File: config.mk
export PLATFORM = sky130hd
export DESIGN_NAME = pc_stack_ctrl
export DESIGN_NICKNAME = d
export VERILOG_FILES = /design/src/rtl/cpu4004_pkg.sv /design/src/rtl/addr_stack.sv /design/src/rtl/pc_stack_ctrl.sv
export SDC_FILE = /design/constraint.sdc
export NUM_CORES = 1
export LEC_CHECK = 0
export ABC_AREA = 1
export BUFFER_PORTS_ARGS = -buffer_cell sky130_fd_sc_hd__buf_2
export CORE_ASPECT_RATIO = 1.1
export CORE_UTILIZATION = 44
export DETAILED_ROUTE_END_ITERATION = 10
export PLACE_DENSITY = 0.75
export SLEW_MARGIN = 20
export SYNTH_ARGS = -nofsm -noshare
export SYNTH_HDL_FRONTEND = slang
export SYNTH_SLANG_ARGS = --single-unit
File: constraint.sdc
create_clock -name clk -period 3.8 [get_ports clk]
set_clock_uncertainty 0.15 [all_clocks]
set_input_delay 0.38 -clock clk [delete_from_list [all_inputs] [get_ports clk]]
set_output_delay 0.38 -clock clk [all_outputs]
set_load 0.02 [all_outputs]
File: src/rtl/cpu4004_pkg.sv
// ---------------------------------------------------------------------------
// cpu4004_pkg
// Shared constants for the 4-bit CPU program-flow logic:
//   - OP_*       : OPR nibble values of the flow-control / two-word opcodes
//   - CYC_*      : instruction phase numbers carried on the 3-bit cycle bus
//   - fsm_state_e: fetch FSM of pc_stack_ctrl (first word / second word)
//   - STACK_DEPTH, ADDR_W : default sizes of the return stack and PC
// ---------------------------------------------------------------------------
package cpu4004_pkg;

  localparam int STACK_DEPTH = 3;
  localparam int ADDR_W      = 12;

  localparam logic [3:0] OP_JCN = 4'h1;
  localparam logic [3:0] OP_FIM = 4'h2;
  localparam logic [3:0] OP_JIN = 4'h3;  // JIN when opa[0]=1, FIN otherwise
  localparam logic [3:0] OP_JUN = 4'h4;
  localparam logic [3:0] OP_JMS = 4'h5;
  localparam logic [3:0] OP_ISZ = 4'h7;
  localparam logic [3:0] OP_BBL = 4'hC;

  localparam logic [2:0] CYC_A1 = 3'd0;
  localparam logic [2:0] CYC_A2 = 3'd1;
  localparam logic [2:0] CYC_A3 = 3'd2;
  localparam logic [2:0] CYC_M1 = 3'd3;
  localparam logic [2:0] CYC_M2 = 3'd4;
  localparam logic [2:0] CYC_X1 = 3'd5;
  localparam logic [2:0] CYC_X2 = 3'd6;
  localparam logic [2:0] CYC_X3 = 3'd7;

  typedef enum logic {
    ST_FETCH1 = 1'b0,
    ST_FETCH2 = 1'b1
  } fsm_state_e;

  // Opcodes whose instruction occupies two ROM words.
  function automatic logic is_two_word(input logic [3:0] op);
    return (op == OP_JCN) || (op == OP_FIM) || (op == OP_JUN) ||
           (op == OP_JMS) || (op == OP_ISZ);
  endfunction

endpackage

File: src/rtl/addr_stack.sv
// ---------------------------------------------------------------------------
// addr_stack
// Circular return-address stack with a single write pointer.
//   push  : store din at the write pointer and advance it. When already full
//           the oldest entry is overwritten, depth stays at DEPTH, ovf sets.
//   pop   : dout (entry just below the write pointer) is the popped value;
//           the pointer steps back. When empty the pointer still moves,
//           depth stays 0 and unf sets.
// Ports:
//   clk, rst          clock, synchronous active-high reset (clears entries)
//   push, pop         one-clk strobes, never asserted together
//   din  [W]          value to push
//   dout [W]          top-of-stack, combinational (valid in the pop clk)
//   depth[CNT_W]      number of valid entries 0..DEPTH
//   ovf, unf          sticky overflow / underflow flags
// ---------------------------------------------------------------------------
module addr_stack #(
  parameter int DEPTH = 3,
  parameter int W     = 12,
  localparam int PTR_W = (DEPTH > 1) ? $clog2(DEPTH) : 1,
  localparam int CNT_W = $clog2(DEPTH + 1)
) (
  input  logic             clk,
  input  logic             rst,
  input  logic             push,
  input  logic             pop,
  input  logic [W-1:0]     din,
  output logic [W-1:0]     dout,
  output logic [CNT_W-1:0] depth,
  output logic             ovf,
  output logic             unf
);

  localparam logic [PTR_W-1:0] LAST_PTR = PTR_W'(DEPTH - 1);
  localparam logic [CNT_W-1:0] FULL_CNT = CNT_W'(DEPTH);

  logic [W-1:0]     mem_q [DEPTH];
  logic [PTR_W-1:0] wp_q, wp_d;
  logic [PTR_W-1:0] wp_inc, wp_dec;
  logic [CNT_W-1:0] depth_q, depth_d;
  logic             ovf_q, ovf_d;
  logic             unf_q, unf_d;
  logic             full, empty;

  // Pointer arithmetic wraps modulo DEPTH, which need not be a power of two.
  assign wp_inc = (wp_q == LAST_PTR) ? '0 : wp_q + PTR_W'(1);
  assign wp_dec = (wp_q == '0) ? LAST_PTR : wp_q - PTR_W'(1);
  assign full   = (depth_q == FULL_CNT);
  assign empty  = (depth_q == '0);

  always_comb begin
    wp_d    = wp_q;
    depth_d = depth_q;
    ovf_d   = ovf_q;
    unf_d   = unf_q;
    if (push) begin
      wp_d = wp_inc;
      if (full) ovf_d = 1'b1;
      else      depth_d = depth_q + CNT_W'(1);
    end else if (pop) begin
      wp_d = wp_dec;
      if (empty) unf_d = 1'b1;
      else       depth_d = depth_q - CNT_W'(1);
    end
  end

  always_ff @(posedge clk) begin
    if (rst) begin
      wp_q    <= '0;
      depth_q <= '0;
      ovf_q   <= 1'b0;
      unf_q   <= 1'b0;
      for (int i = 0; i < DEPTH; i++) mem_q[i] <= '0;
    end else begin
      wp_q    <= wp_d;
      depth_q <= depth_d;
      ovf_q   <= ovf_d;
      unf_q   <= unf_d;
      for (int i = 0; i < DEPTH; i++) begin
        if (push && (wp_q == PTR_W'(i))) mem_q[i] <= din;
      end
    end
  end

  assign dout  = mem_q[wp_dec];
  assign depth = depth_q;
  assign ovf   = ovf_q;
  assign unf   = unf_q;

endmodule

File: src/rtl/pc_stack_ctrl.sv
// ---------------------------------------------------------------------------
// pc_stack_ctrl
// Program-flow controller of the 4-bit CPU. Latches OPR/OPA from the ROM
// nibble stream, tracks two-word instructions, owns the return stack and
// drives the PC's pc_load/pc_new for JCN, JUN, JMS, ISZ, JIN and BBL.
// Ports:
//   clk, rst          clock, synchronous active-high reset
//   cycle[3]          instruction phase A1..X3 (0..7)
//   rom_nibble[4]     ROM data, upper nibble at M1, lower at M2
//   pc_addr[ADDR_W]   address of the word fetched in this instruction cycle
//   acc_zero, carry_flag, test_in, isz_nonzero, reg_pair[8]
//                     condition / data inputs, sampled only at X3
//   opr, opa          latched opcode / modifier of the current instruction
//   second_word       high for the whole second-word instruction cycle
//   pc_load           one-clk pulse in the clk following X3 (decision made
//                     at the X3 edge, so it is aligned with pc_new)
//   pc_new[ADDR_W]    registered jump/return target, held until next load
//   stack_depth, stack_ovf, stack_unf   return-stack status
// ---------------------------------------------------------------------------
module pc_stack_ctrl
  import cpu4004_pkg::*;
#(
  parameter int STACK_DEPTH = cpu4004_pkg::STACK_DEPTH,
  parameter int ADDR_W      = cpu4004_pkg::ADDR_W
) (
  input  logic                               clk,
  input  logic                               rst,
  input  logic [2:0]                         cycle,
  input  logic [3:0]                         rom_nibble,
  input  logic [ADDR_W-1:0]                  pc_addr,
  input  logic                               acc_zero,
  input  logic                               carry_flag,
  input  logic                               test_in,
  input  logic                               isz_nonzero,
  input  logic [7:0]                         reg_pair,
  output logic [3:0]                         opr,
  output logic [3:0]                         opa,
  output logic                               second_word,
  output logic                               pc_load,
  output logic [ADDR_W-1:0]                  pc_new,
  output logic [$clog2(STACK_DEPTH+1)-1:0]   stack_depth,
  output logic                               stack_ovf,
  output logic                               stack_unf
);

  fsm_state_e        state_q, state_d;
  logic [3:0]        opr_q, opr_d;
  logic [3:0]        opa_q, opa_d;
  logic [3:0]        hi_q, hi_d;
  logic [3:0]        lo_q, lo_d;
  logic              armed_q, armed_d;
  logic              pc_load_q, pc_load_d;
  logic [ADDR_W-1:0] pc_new_q, pc_new_d;

  logic              stk_push, stk_pop;
  logic [ADDR_W-1:0] stk_dout;

  logic [ADDR_W-1:0] pa1;
  logic [ADDR_W-1:0] page_target;
  logic [ADDR_W-1:0] far_target;
  logic              jcn_cond;

  // Targets are taken relative to the word after the one just fetched, so
  // a second word at xFF lands in the following page and FFF wraps to 000.
  assign pa1         = pc_addr + ADDR_W'(1);
  assign page_target = {pa1[ADDR_W-1:8], hi_q, lo_q};
  assign far_target  = ADDR_W'({opa_q, hi_q, lo_q});
  assign jcn_cond    = ((opa_q[2] & acc_zero) | (opa_q[1] & carry_flag) |
                        (opa_q[0] & ~test_in)) ^ opa_q[3];

  addr_stack #(
    .DEPTH (STACK_DEPTH),
    .W     (ADDR_W)
  ) u_stack (
    .clk   (clk),
    .rst   (rst),
    .push  (stk_push),
    .pop   (stk_pop),
    .din   (pa1),
    .dout  (stk_dout),
    .depth (stack_depth),
    .ovf   (stack_ovf),
    .unf   (stack_unf)
  );

  always_ff @(posedge clk) begin
    if (rst) begin
      state_q   <= ST_FETCH1;
      opr_q     <= '0;
      opa_q     <= '0;
      hi_q      <= '0;
      lo_q      <= '0;
      armed_q   <= 1'b0;
      pc_load_q <= 1'b0;
      pc_new_q  <= '0;
    end else begin
      state_q   <= state_d;
      opr_q     <= opr_d;
      opa_q     <= opa_d;
      hi_q      <= hi_d;
      lo_q      <= lo_d;
      armed_q   <= armed_d;
      pc_load_q <= pc_load_d;
      pc_new_q  <= pc_new_d;
    end
  end

  always_comb begin
    state_d   = state_q;
    opr_d     = opr_q;
    opa_d     = opa_q;
    hi_d      = hi_q;
    lo_d      = lo_q;
    armed_d   = armed_q;
    pc_load_d = 1'b0;
    pc_new_d  = pc_new_q;
    stk_push  = 1'b0;
    stk_pop   = 1'b0;

    case (cycle)
      CYC_M1: begin
        armed_d = 1'b1;
        if (state_q == ST_FETCH1) opr_d = rom_nibble;
        else                      hi_d  = rom_nibble;
      end
      CYC_M2: begin
        if (state_q == ST_FETCH1) opa_d = rom_nibble;
        else                      lo_d  = rom_nibble;
      end
      CYC_X3: begin
        armed_d = 1'b0;
        // Without a preceding M1 the latched words are not trustworthy
        // (e.g. reset released mid-cycle), so nothing is decided.
        if (armed_q) begin
          if (state_q == ST_FETCH1) begin
            if (is_two_word(opr_q)) begin
              state_d = ST_FETCH2;
            end else if ((opr_q == OP_JIN) && opa_q[0]) begin
              pc_load_d = 1'b1;
              pc_new_d  = {pa1[ADDR_W-1:8], reg_pair};
            end else if (opr_q == OP_BBL) begin
              stk_pop   = 1'b1;
              pc_load_d = 1'b1;
              pc_new_d  = stk_dout;
            end
          end else begin
            state_d = ST_FETCH1;
            case (opr_q)
              OP_JUN: begin
                pc_load_d = 1'b1;
                pc_new_d  = far_target;
              end
              OP_JMS: begin
                stk_push  = 1'b1;
                pc_load_d = 1'b1;
                pc_new_d  = far_target;
              end
              OP_JCN: begin
                if (jcn_cond) begin
                  pc_load_d = 1'b1;
                  pc_new_d  = page_target;
                end
              end
              OP_ISZ: begin
                if (isz_nonzero) begin
                  pc_load_d = 1'b1;
                  pc_new_d  = page_target;
                end
              end
              default: ;  // FIM: data fetch only, no flow change
            endcase
          end
        end
      end
      default: ;
    endcase
  end

  assign opr         = opr_q;
  assign opa         = opa_q;
  assign second_word = (state_q == ST_FETCH2);
  assign pc_load     = pc_load_q;
  assign pc_new      = pc_new_q;

endmodule

Word level (Yosys, flattened, before mapping)
Memories as Yosys holds them, arrays and structs flattened.
Index checks and enable logic that the tools add are counted.
{"block": "word_totals", "regBits": 37, "ram_bits": 36, "input_bits": 33, "out_inout_bits": 26, "word_cells": 123, "mem_count": 1}
{"block": "classes", "add_sub_neg": 5, "n_eq_ne": 19, "mux": 48, "bitwise_logic": 14, "reduce_logical": 24}
{"name": "u_stack.mem_q", "depth": 3, "word_bits": 12, "rd": 1, "rd_clocked_by_memory_dff": 0, "write_ports": 3, "line_no": "addr_stack.sv:37", "text": "logic [W-1:0] mem_q [DEPTH];"}
{"cell": "two-way mux 12 bit", "count": 9}
{"cell": "one-hot mux 12 bit (3 select lines)", "count": 1}
{"cell": "two-way mux 1 bit", "count": 28}
{"cell": "two-way mux 2 bit", "count": 8}
{"cell": "adder 12 x 1 -> 12 bit, second input constant", "count": 1}
{"cell": "equality test 4 x 3 -> 1 bit, second input constant", "count": 3}
{"cell": "AND reduction 2 bit", "count": 6}
{"cell": "equality test 4 x 2 -> 1 bit, second input constant", "count": 2}
{"cell": "AND reduction 7 bit", "count": 1}
{"cell": "equality test 3 bit, second input constant", "count": 2}
{"cell": "!= test 3 bit, second input constant", "count": 2}
{"cell": "AND reduction 3 bit", "count": 2}
{"cell": "NOT 1 bit", "count": 5}
{"cell": "OR 1 bit", "count": 5}
{"cell": "adder 2 x 1 -> 2 bit, second input constant", "count": 2}
{"cell": "equality test 2 bit, second input constant", "count": 2}
{"cell": "equality test 4 x 1 -> 1 bit, second input constant", "count": 1}
{"cell": "equality test 4 bit, second input constant", "count": 1}
{"cell": "logical AND 1 bit", "count": 4}
{"cell": "zero test 2 bit", "count": 2}
{"cell": "logical OR 1 bit", "count": 4}
{"cell": "!= test 2 bit, second input constant", "count": 2}
{"cell": "!= test 4 x 2 -> 1 bit, second input constant", "count": 1}
{"cell": "nonzero test 2 bit", "count": 2}
{"cell": "other kinds (11)", "count": 14}

Depth between registers and ports, before layout
Gate-level depths: netlist (run 1).
{"block": "logic_depth", "ltp_word": 11, "mapped_depth": 13, "mapped_depth_nobuf": 13}

Cells and area by module
Synthesis (run 1) repeated with hierarchy kept, for this count alone.
{"block": "hier_totals", "hier_cells": 493, "area_unflattened_um2": 3831.2}
{"mod": "pc_stack_ctrl", "n_inst": 1, "cells_each": 321, "area_per_inst_um2": 1963.1, "seq_area_each_um2": 620.6}
{"mod": "addr_stack", "n_inst": 1, "cells_each": 172, "area_per_inst_um2": 1868.0, "seq_area_each_um2": 1201.2}

Worst setup path after synthesis (run 1)
OpenSTA, ideal clock, no wires.
{"block": "synth_path", "path_kind": "register to register", "start": "reg opr_q[2] (netlist: opr[2])", "end": "mem u_stack.mem_q[0][0] (enable)", "setup_time_ns": 0.398, "t_arrival_ns": 1.864, "required_ns": 3.252, "path_slack_ns": 1.389, "path_stages_with_launch": 7, "path_buffers": 0, "period_less_slack_ns": 2.411, "path_cell_list": "dfxtp_1 inv_2 nor2_4 nand2_2 nor2_4 nand2_4 o21ai_0"}
{"element": "from (decl)", "line_no": "pc_stack_ctrl.sv:47", "text": "logic [3:0] opr_q, opr_d;"}
{"element": "from (signal assigned)", "line_no": "pc_stack_ctrl.sv:98", "text": "opr_q <= opr_d;"}
{"element": "to (decl)", "line_no": "addr_stack.sv:37"}

==> results of run 1 <==
[Yosys cell counts, types with 2 or more instances]
master / number / area share (%)
a21oi_1: 24 / 3.2
a21oi_2: 4 / 0.92
buf_2: 7 / 0.92
clkbuf_1: 6 / 0.59
dfxtp_1: 37 / 20
edfxtp_1: 36 / 28
ha_1: 6 / 2.0
inv_1: 49 / 4.8
inv_2: 5 / 0.49
nand2_1: 111 / 11
nand2_2: 5 / 0.82
nand2_4: 4 / 1.2
nand3_1: 45 / 5.9
nand3_2: 2 / 0.53
nand4_1: 9 / 1.5
nor2_1: 49 / 4.8
nor2_2: 12 / 2.0
nor2_4: 2 / 0.59
nor3_1: 4 / 0.53
o211ai_1: 2 / 0.40
o21a_1: 2 / 0.40
o21ai_0: 43 / 5.7
o21ai_2: 2 / 0.46
or2_2: 4 / 0.66
xor2_1: 2 / 0.46
[power groups by stage]
stage	sequential, mW	combinational, mW	clock [mW]
2_1_floorplan	0.871	0.0682	0
3_3_place_gp	0.870	0.120	0
3_5_place_dp	0.869	0.122	0
4_1_cts	0.852	0.123	0.679
5_1_grt	0.854	0.137	0.725
6_report	0.852	0.124	0.676
[metrics by stage]
| stage | instances | worst slack (ns) | instance area [um2] |
|---|---|---|---|
| 3_3_place_gp | 638 | 1.56 | 4180 |
| 6_report | 654 | 1.45 | 4400 |
| 5_1_grt | 654 | 1.31 | 4400 |
| 2_1_floorplan | 480 | 1.39 | 3800 |
| 4_1_cts | 654 | 1.46 | 4400 |
| 3_5_place_dp | 638 | 1.47 | 4180 |
[cell families (layout without fill, tap and decap cells)]
| group | count (synthesis) | after routing | synth area share [%] |
|---|---|---|---|
| AO/OA/AOI/OAI | 81 | 81 | 11.8 |
| XOR/XNOR | 2 | 2 | 0.461 |
| buffers and inverters | 69 | 132 | 7.31 |
| AND/OR/NAND/NOR | 249 | 249 | 30.5 |
| flip-flops | 73 | 73 | 48.0 |
| adder cells (fa/ha/maj) | 6 | 6 | 1.98 |
[worst max-delay path by stage]
stage                                         from                             to  cells past startpoint
after floorplan                opr[2]$_SDFFE_PP0P_  u_stack.mem_q[0][0]$_DFFE_PP_                      6
after global placement    second_word$_SDFFE_PP0P_  u_stack.mem_q[0][2]$_DFFE_PP_                      9
after detailed placement  second_word$_SDFFE_PP0P_  u_stack.mem_q[1][2]$_DFFE_PP_                      9
after CTS                 second_word$_SDFFE_PP0P_  u_stack.mem_q[2][2]$_DFFE_PP_                      9
after global routing      second_word$_SDFFE_PP0P_  u_stack.mem_q[2][2]$_DFFE_PP_                      9
final                     second_word$_SDFFE_PP0P_  u_stack.mem_q[2][2]$_DFFE_PP_                      9
[flip-flops by register name, summed over array words and instances (netlist names)]
register / cells
u_stack.depth: 2
lo_q: 4
opa: 4
opr: 4
armed_q: 1
pc_new: 12
u_stack.wp_q: 2
hi_q: 4
pc_load: 1
u_stack.mem_q: 36
second_word: 1
u_stack.unf: 1
u_stack.ovf: 1
[final cells by class]
type                    instances  area (um2)
repair buffers                 61         313
flip-flops and latches         73        1820
clock inverters                 5        78.8
inverters                      55         209
clock buffers                  11         141
fillers                       775        3960
multi-input cells             338        1700
well taps                     111         139
[routing by layer]
metal | track usage, % | vias to the layer above | routed length (um)
met5 | 0 | - | 0
met4 | 11.7 | 0 | 328
met3 | 4.74 | 26 | 620
met2 | 36.0 | 134 | 4410
met1 | 27.7 | 1509 | 4100
li1 | - | 1695 | -
[critical path, delay by kind of cell (launching register included)]
kind / cells / cell delay (ns)
simple gates: 5 / 0.77
flops: 1 / 0.61
buf+inv: 3 / 0.49
compound gates: 1 / 0.08
==> metrics.txt, run 1 <==
Vias per Instance just over 5; Clock power frac ~41%; Inserted Diodes 0; share of cells above drive strength 1 a little over a fifth; pwr/cell area about 380 mW/mm2; Final Util 52.6%; GR Util All Layers between 20% and 30%; Layout area overhead 15.9%; r2r startpoint second_word$_SDFFE_PP0P_; Leak ~2 nW; post-cts sizing count 0; worst-margin pin slew around 0.57 ns; final setup vio count 0; DRC viols 0; CTS Sinks 73; critical path's largest stage delay 0.61 ns; Primary FF master, synth dfxtp_1; grt ovf 0; setup_tns 0 ns; Skew-Pair Late Insertion Delay ~0.35 ns; Worst path most repeated cell inv_2; die height slightly below 100 um; Gate power share 7.5%; fin crit share between 60% and 70%; first-pass GRT wire length between 15 and 20 mm; routability cong. 0.873; number of max-cap violations 0; most frequent cells in the layout nand2_1 (111), buf_2 (58), inv_1 (49), nor2_1 (49), nand3_1 (45); switching power roughly 0.38 mW; Synthesized Nets between 500 and 600; Synth Register Bits 73; initial antenna violation count 0; Post-CTS Hold Buffers 0; Synth async-reset ratio 0%; Post-Synthesis Cells 480; register area share after synthesis between 40% and 50%; CP Data Arrival Time ~2.3 ns; dpl hpwl roughly 7.1 mm; CTS tree built; VDD IR max ~0.00016 V; hold_sp rst; die width approximately 91 um; clock tree buffer depth 2; drt pass-1 iters 5; wire per inst ~14 um; crit path time final approximately 2.3 ns; outcome completed; Worst Hold Slack approximately 0.18 ns; Hold Crit Endpoint hi_q[2]$_SDFFE_PP0P_; number of synthesized flops with an enable pin 36; Yosys Warn Count 0; Netlist cell types 33; crit start category flip-flop; Power Total roughly 1.7 mW; Critical Path RT 3.76 ns; I/O pin cnt 59; NumNets Final between 500 and 600; unrepaired setup endpoints after global routing false; Sw Share between 20% and 30%; Hold Crit Class input pin to flip-flop; Starting Density between 40 and 50%; vias in the first global route 3130; WS Path Type flip-flop to flip-flop; Hold Fails Final Rpt 0; CP endpoint kind flip-flop; H-tree levels 3; Syn Std Cell Area about 0.0038 mm2; internal reg-to-reg setup slack approximately 1.5 ns; total die area about 0.0090 mm2; cells along the critical path buf_4, nand2_2, nor2_4, nand2_4, inv_2, o211ai_1, nand2_1, inv_2, nor3_1; Starting DRT DRC Count roughly 210; row count 35; CTS Buf Count 9; Root Driver clkbuf_8; count of antenna-violating nets left after detailed routing 0; Slowest-stage cell, CP dfxtp_1; Worst Hold Depth 2; Synth Area per Inst roughly 8 um2; reg-to-reg endpoint u_stack.mem_q[2][2]$_DFFE_PP_; input/output buffers between 50 and 60; Seq pwr share approximately half; postcts setup bufs 0; vias approximately 3400; Worst Path Max Fanout 16; commonest non-fill, non-tap cell in the layout nand2_1; Pins Over Slew Limit 0; Core ar. about 0.0084 mm2; Clock Pin Slew Worst Setup and Hold Paths 0.07 ns; relative slew slack a little over 60%; Worst R2R Path Depth 9; achievable frequency 426 MHz; largest net degree at the start of global routing 31; Internal 1.27 mW; Detailed Route WL around 9.5 mm
Note: power is estimated with default switching activity, not from simulation.
==> run 2, diff against run 1 <==
--- a/config.mk
+++ b/config.mk
@@ -5,12 +5,12 @@
 export SDC_FILE = /design/constraint.sdc
 export NUM_CORES = 1
 export LEC_CHECK = 0
-export ABC_AREA = 1
+export ABC_AREA = 0
 export BUFFER_PORTS_ARGS = -buffer_cell sky130_fd_sc_hd__buf_2
 export CORE_ASPECT_RATIO = 1.1
 export CORE_UTILIZATION = 44
 export DETAILED_ROUTE_END_ITERATION = 10
-export PLACE_DENSITY = 0.75
+export PLACE_DENSITY = 0.76
 export SLEW_MARGIN = 20
 export SYNTH_ARGS = -nofsm -noshare
 export SYNTH_HDL_FRONTEND = slang
==> constraint.sdc (replaced) <==
create_clock -name clk -period 2.45 [get_ports clk]
set_clock_uncertainty 0.15 [all_clocks]
set_input_delay 0.245 -clock clk [delete_from_list [all_inputs] [get_ports clk]]
set_output_delay 0.245 -clock clk [all_outputs]
set_load 0.02 [all_outputs]
==> run 2 against run 1 <==
Sequential share of layout area grew 1.1 points. Largest cell class unchanged. Clock-buffer cell count down 1. Critical endpoint is now u_stack.mem_q[2][0]$_DFFE_PP_. Final cell count decreased by 21%. Utilization increased by 1.5 points.
==> metrics.txt, run 2 <==
commonest non-fill, non-tap cell in the layout nor2_1; outcome completed; Synth async-reset ratio 0% (unchanged); I/O pin cnt 59 (unchanged); fin crit share about nine tenths; Primary FF master, synth dfxtp_1; count of antenna-violating nets left after detailed routing 0 (unchanged); Yosys Warn Count 0 (unchanged); number of max-cap violations 0 (unchanged); dpl hpwl 5.44 mm (-24%); unrepaired setup endpoints after global routing false; register area share after synthesis 50.7% (+2.7 points); Slowest-stage cell, CP dlygate4sd3_1; total die area 0.00854 mm2 (-5.2%); area leader, netlist edfxtp_1; NumNets Final 442 (-23%); Syn Std Cell Area 0.00359 mm2 (-5.3%); Pins Over Slew Limit 0 (unchanged); # placed instances 499 (-22%); Synth Area per Inst 10.7 um2 (+36%); post-synth top area share 30.1% (+1.6 points); Layout fillers 742 (-4.3%); worst-margin pin slew 0.748 ns (+0.176 ns); vias 2664 (-21%); worst path bufs/invs 2 (-1); share of cells above drive strength 1 27.9% (+6.0 points); CP top delay family simple AND/OR/NAND/NOR gates; Most flops, register u_stack.mem_q; WS Path Type input pin to flip-flop; most frequent cells in the layout nor2_1 (64), buf_2 (58), mux2i_1 (38); VDD IR max 0.000334 V (+110%); Leak 1.76 nW (-13%); hold_sp cycle[1]; most numerous cell in the Yosys netlist nor2_1; DRC viols 0 (unchanged); Hold Crit Class input pin to flip-flop; Netlist cell types 49 (+48%); CTS Buf Count 9 (unchanged); initial antenna violation count 0 (unchanged); Starting Density 45.4% (about the same); grt ovf 0 (unchanged); achievable frequency 461 MHz; Inserted Diodes 0 (unchanged); Clock Pin Slew Worst Setup and Hold Paths 0.08 ns (about the same); Core ar. 0.00791 mm2 (-5.4%); CP endpoint kind flip-flop; Layout area overhead 19.1%; relative slew slack 50.0% (-12 points); GR Util All Layers 18.9% (-3.3 points); Starting DRT DRC Count 122 (-41%); final setup vio count 0 (unchanged); CP Data Arrival Time 2.19 ns (-0.12 ns); r2r startpoint u_stack.wp_q[1]$_SDFFE_PP0P_; Synth top cells by count nor2_1 (64), mux2i_1 (38), dfxtp_1 (37), edfxtp_1 (36), a21oi_1 (26); die height 96.8 um (-2.6%); Synth Register Bits 73 (unchanged); Vias per Instance 5.16 (+0.37%); Critical Path Source cycle[2]; Skew-Pair Late Insertion Delay 0.35 ns (about the same); critical path's largest stage delay 0.54 ns (-0.07 ns); row count 34 (-2.9%); largest net degree at the start of global routing 26 (-16%); routability cong. 0.804 (-7.9%); DP Area 0.00406 mm2 (-3.0%); drt pass-1 iters 4 (-1); top cells by area, synth edfxtp_1 (30%), dfxtp_1 (21%), mux2i_1 (11%); Hold Fails Final Rpt 0 (unchanged); vias in the first global route 2539 (-19%); wire per inst 14.4 um (-0.59%); CTS tree built; crit path time final roughly 2.2 ns; Critical Path RT 2.47 ns (-1.29 ns); Synthesized Nets 374 (-28%); Worst Path Max Fanout 11 (-5); input/output buffers 58 (unchanged); Final Non-Filler Cells 516 (-21%); postcts setup bufs 0 (unchanged); max reg flops 36 (unchanged); Detailed Route WL 7.42 mm (-22%); number of synthesized flops with an enable pin 36 (unchanged); pwr/cell area 562 mW/mm2 (+50%); clock tree buffer depth 2 (unchanged); crit start category input pin; setup_tns 0 ns (unchanged); first-pass GRT wire length 12.2 mm (-21%); H-tree levels 3 (unchanged); CTS Sinks 73 (unchanged); die width 88.2 um (-2.6%); Root Driver clkbuf_8; cells along the critical path dlygate4sd3_1, buf_2, nand4_2, nor3_4, nand2_1, nor2_1; fin area 0.00428 mm2 (-2.7%); Post-Synthesis Cells 335 (-30%)
run 2: cell types whose count changed after synthesis, moves of 15 or more:
cell	delta
o21ai_0	-34
mux2i_1	+38
nor2_1	+15
nand2_1	-94
inv_1	-44
nand3_1	-40
run 2: path summary, 6_finish.rpt:
path                                        end  slack [ns]  cells after the start
setup / recovery  u_stack.mem_q[2][0]$_DFFE_PP_        0.28                      6
hold / removal             armed_q$_SDFFE_PP0P_        0.04                      2
setup reg to reg         pc_new[4]$_SDFFE_PP0P_        0.38                      7
hold reg to reg        u_stack.ovf$_SDFFE_PP0P_        0.32                      2
run 2: report_power, final:
group          total (mW)  leakage [nW]  switching, mW  internal, mW
combinational       0.176         0.991          0.104        0.0717
sequential           1.31         0.670        0.00922          1.30
clock               0.919        0.0964          0.446         0.473
run 2: cell families after synthesis:
kind of cell | share of synthesized area, %
buffers and inverters | 3.27
muxes | 10.6
adders and majority gates | 2.09
DFF | 50.7
xor gates and xnor gates | 2.68
AOI/OAI and AO/OA | 14.9
and+or+nand+nor | 15.8
run 2: final cells by class:
class / instances / area [um2] / area share, %
clock buffers: 10 / 128 / 2.98
clock inverters: 6 / 68.8 / 1.61
inverters: 5 / 18.8 / 0.438
multi-input cells: 238 / 1680 / 39.3
flip-flops and latches: 73 / 1820 / 42.5
well taps: 108 / 135 / 3.16
repair buffers: 76 / 428 / 9.99
run 2: repair_timing:
item | 4_1_cts | 5_1_grt
hold buffers | 1 | 0
setup endpoints to repair | 0 | 25
gates resized for setup | 0 | 2
endpoints found under the hold margin | 1 | 0
run 2: through the flow:
stage / util [%] / worst slack (ns) / hold slack [ns] / power (mW)
4_1_cts: 53.9 / 0.119 / 0.0163 / 2.43
3_5_place_dp: 51.3 / 0.105 / 0.308 / 1.51
5_1_grt: 54.1 / 0.101 / 0.0426 / 2.51
3_3_place_gp: 51.3 / 0.180 / 0.296 / 1.51
6_report: 54.1 / 0.279 / 0.0354 / 2.41
2_1_floorplan: - / 0.327 / 0.204 / 1.44
run 2: layer usage:
metal / vias to the layer above / share of wire (%) / global-route usage, %
met2: 67 / 51 / 30.8
met5: - / 0 / 0
met1: 1251 / 43 / 24.0
met4: 0 / 1.7 / 7.07
li1: 1337 / - / -
met3: 9 / 4.3 / 4.44
==> run 3, diff against run 2 <==
--- a/config.mk
+++ b/config.mk
@@ -7,9 +7,11 @@
 export LEC_CHECK = 0
 export ABC_AREA = 0
 export BUFFER_PORTS_ARGS = -buffer_cell sky130_fd_sc_hd__buf_2
+export CAP_MARGIN = 20
 export CORE_ASPECT_RATIO = 1.1
 export CORE_UTILIZATION = 44
 export DETAILED_ROUTE_END_ITERATION = 10
+export HOLD_SLACK_MARGIN = 0.06
 export PLACE_DENSITY = 0.76
 export SLEW_MARGIN = 20
 export SYNTH_ARGS = -nofsm -noshare
==> run 3 against run 2 <==
Clock-buffer cell count unchanged. Combinational power increased by 4%. Critical path depth unchanged. Clock power about the same. Routed wire length increased by 1.7%. Global-route usage increased by 0.20 points. Setup slack about the same. Final cell count increased by 0.97%. Non-clock buffer count increased by 5. Worst hold slack improved by 0.028 ns. Register-to-register slack about the same. Final area increased by 1.2%.
==> metrics.txt, run 3 (same netlist as run 2, synthesis figures left out) <==
Worst Hold Slack 0.0637 ns (+0.0283 ns); wire per inst 14.5 um (+0.74%); Inserted Diodes 0 (unchanged); Layout fillers 737 (-0.67%); Starting DRT DRC Count 130 (+6.6%); Vias per Instance 5.17 (about the same); Root Driver clkbuf_8; CP endpoint kind flip-flop; DP Area 0.00406 mm2 (unchanged); Clock Pin Slew Worst Setup and Hold Paths 0.07 ns (about the same); Worst Path Max Fanout 11 (unchanged); DRC viols 0 (unchanged); count of antenna-violating nets left after detailed routing 0 (unchanged); Hold Crit Class input pin to flip-flop; crit path time final 2.17 ns (+0.000284 ns); input/output buffers 58 (unchanged); Critical Path End u_stack.mem_q[2][0]$_DFFE_PP_; CTS tree built; row count 34 (unchanged); routability cong. 0.804 (unchanged); VDD IR max 0.000338 V (+1.1%); NumNets Final 447 (+1.1%); Sw Share 23.3% (+0.070 points); total die area 0.00854 mm2 (unchanged); drt pass-1 iters 4 (unchanged); vias 2692 (+1.1%); Critical Path RT 2.47 ns (about the same); Clock power frac 38.1% (about the same); CTS Buf Count 9 (unchanged); Leak 1.78 nW (+1.3%); GR Util All Layers 19.1% (+0.20 points); Critical Path Source cycle[2]; largest net degree at the start of global routing 26 (unchanged); postcts setup bufs 0 (unchanged); switching power 0.563 mW (+0.68%); internal reg-to-reg setup slack 0.39 ns (about the same); most frequent cells in the layout nor2_1 (64), buf_2 (58), mux2i_1 (38); relative slew slack 49.7% (-0.32 points); Layout area overhead 20.5%; CP Data Arrival Time 2.19 ns (about the same); setup_tns 0 ns (unchanged); crit start category input pin; Hold Fails Final Rpt 0 (unchanged); H-tree levels 3 (unchanged); Most flops, register u_stack.mem_q; Seq pwr share 54.3% (-0.2 points); critical path's largest stage delay 0.54 ns (about the same); achievable frequency 461 MHz (about the same); cells along the critical path dlygate4sd3_1, buf_2, nand4_2, nor3_4, nand2_1, nor2_1; share of cells above drive strength 1 27.6% (-0.34 points); first-pass GRT wire length 12.3 mm (+0.96%); Skew-Pair Late Insertion Delay 0.35 ns (about the same); fin area 0.00433 mm2 (+1.2%); fin crit share 88.6% (about the same); Starting Density 45.4% (unchanged); WS Path Type input pin to flip-flop; dpl hpwl 5.44 mm (unchanged); r2r startpoint u_stack.wp_q[1]$_SDFFE_PP0P_; Pins Over Slew Limit 0 (unchanged); unrepaired setup endpoints after global routing false; initial antenna violation count 0 (unchanged); I/O pin cnt 59 (unchanged); Detailed Route WL 7.55 mm (+1.7%); outcome completed; die width 88.2 um (unchanged); Internal 1.85 mW (+0.29%); die height 96.8 um (unchanged); reg-to-reg endpoint pc_new[4]$_SDFFE_PP0P_; clock tree buffer depth 2 (unchanged); commonest non-fill, non-tap cell in the layout nor2_1; worst-margin pin slew 0.753 ns (+0.00485 ns); Gate power share 7.6% (+0.3 points); CTS Sinks 73 (unchanged); final setup vio count 0 (unchanged); Core ar. 0.00791 mm2 (unchanged); max reg flops 36 (unchanged); Slowest-stage cell, CP dlygate4sd3_1; number of max-cap violations 0 (unchanged); grt ovf 0 (unchanged); vias in the first global route 2578 (+1.5%); pwr/cell area 557 mW/mm2 (-0.78%); Worst R2R Path Depth 7 (unchanged)
## run 3: final cells by class
type	instances	area [um2]	area share, %
Tap cell	108	135	3.12
Clock buffer	10	128	2.95
Timing Repair Buffer	81	478	11.0
Sequential cell	73	1820	42.1
Clock inverter	6	68.8	1.59
Multi-Input combinational cell	238	1680	38.8
Inverter	5	18.8	0.433
## run 3: worst min-delay path by stage
| stage | startpoint | cells past startpoint | end | slack, ns |
|---|---|---|---|---|
| 5_1_grt | rom_nibble[0] | 3 | hi_q[0]$_SDFFE_PP0P_ | 0.07 |
| 3_5_place_dp | pc_new[9]$_SDFFE_PP0P_ | 1 | pc_new[9]$_SDFFE_PP0P_ | 0.31 |
| 4_1_cts | isz_nonzero | 3 | pc_load$_SDFF_PP0_ | 0.06 |
| 6_report | isz_nonzero | 3 | pc_load$_SDFF_PP0_ | 0.06 |
| 3_3_place_gp | u_stack.ovf$_SDFFE_PP0P_ | 2 | u_stack.ovf$_SDFFE_PP0P_ | 0.30 |
| 2_1_floorplan | cycle[2] | 1 | armed_q$_SDFFE_PP0P_ | 0.20 |
## run 3: critical path, delay by kind of cell
family,cells,cell delay [ns]
buffers and inverters,2,0.70
AND/OR/NAND/NOR,4,1.25
## run 3: power by group through the flow
stage               Clock [mW]  Sequential [mW]  Combinational (mW)
CTS                      0.940             1.31               0.183
global route              1.01             1.31               0.202
finish                   0.921             1.31               0.183
floorplan                    0             1.34              0.0945
detailed placement           0             1.34               0.175
global placement             0             1.34               0.172
## run 3: repair_timing
item | CTS | global route
gates resized for setup | 0 | 2
hold buffers | 6 | 0
endpoints found under the setup margin | 0 | 25
hold endpoints to repair | 14 | 0
## run 3: stage by stage
stage | power, mW | instances | setup WS, ns | utilization, %
finish | 2.41 | 521 | 0.279 | 54.7
global route | 2.52 | 521 | 0.101 | 54.7
CTS | 2.43 | 521 | 0.119 | 54.5
detailed placement | 1.51 | 499 | 0.105 | 51.3
global placement | 1.51 | 499 | 0.180 | 51.3
floorplan | 1.44 | 335 | 0.327 | -
## run 3: layer usage
layer,up-vias,GRT usage (%),routed length (um)
li1,1350,-,-
met3,8,4.44,286
met2,62,31.4,3920
met5,-,0,0
met1,1272,24.0,3260
met4,0,7.07,84
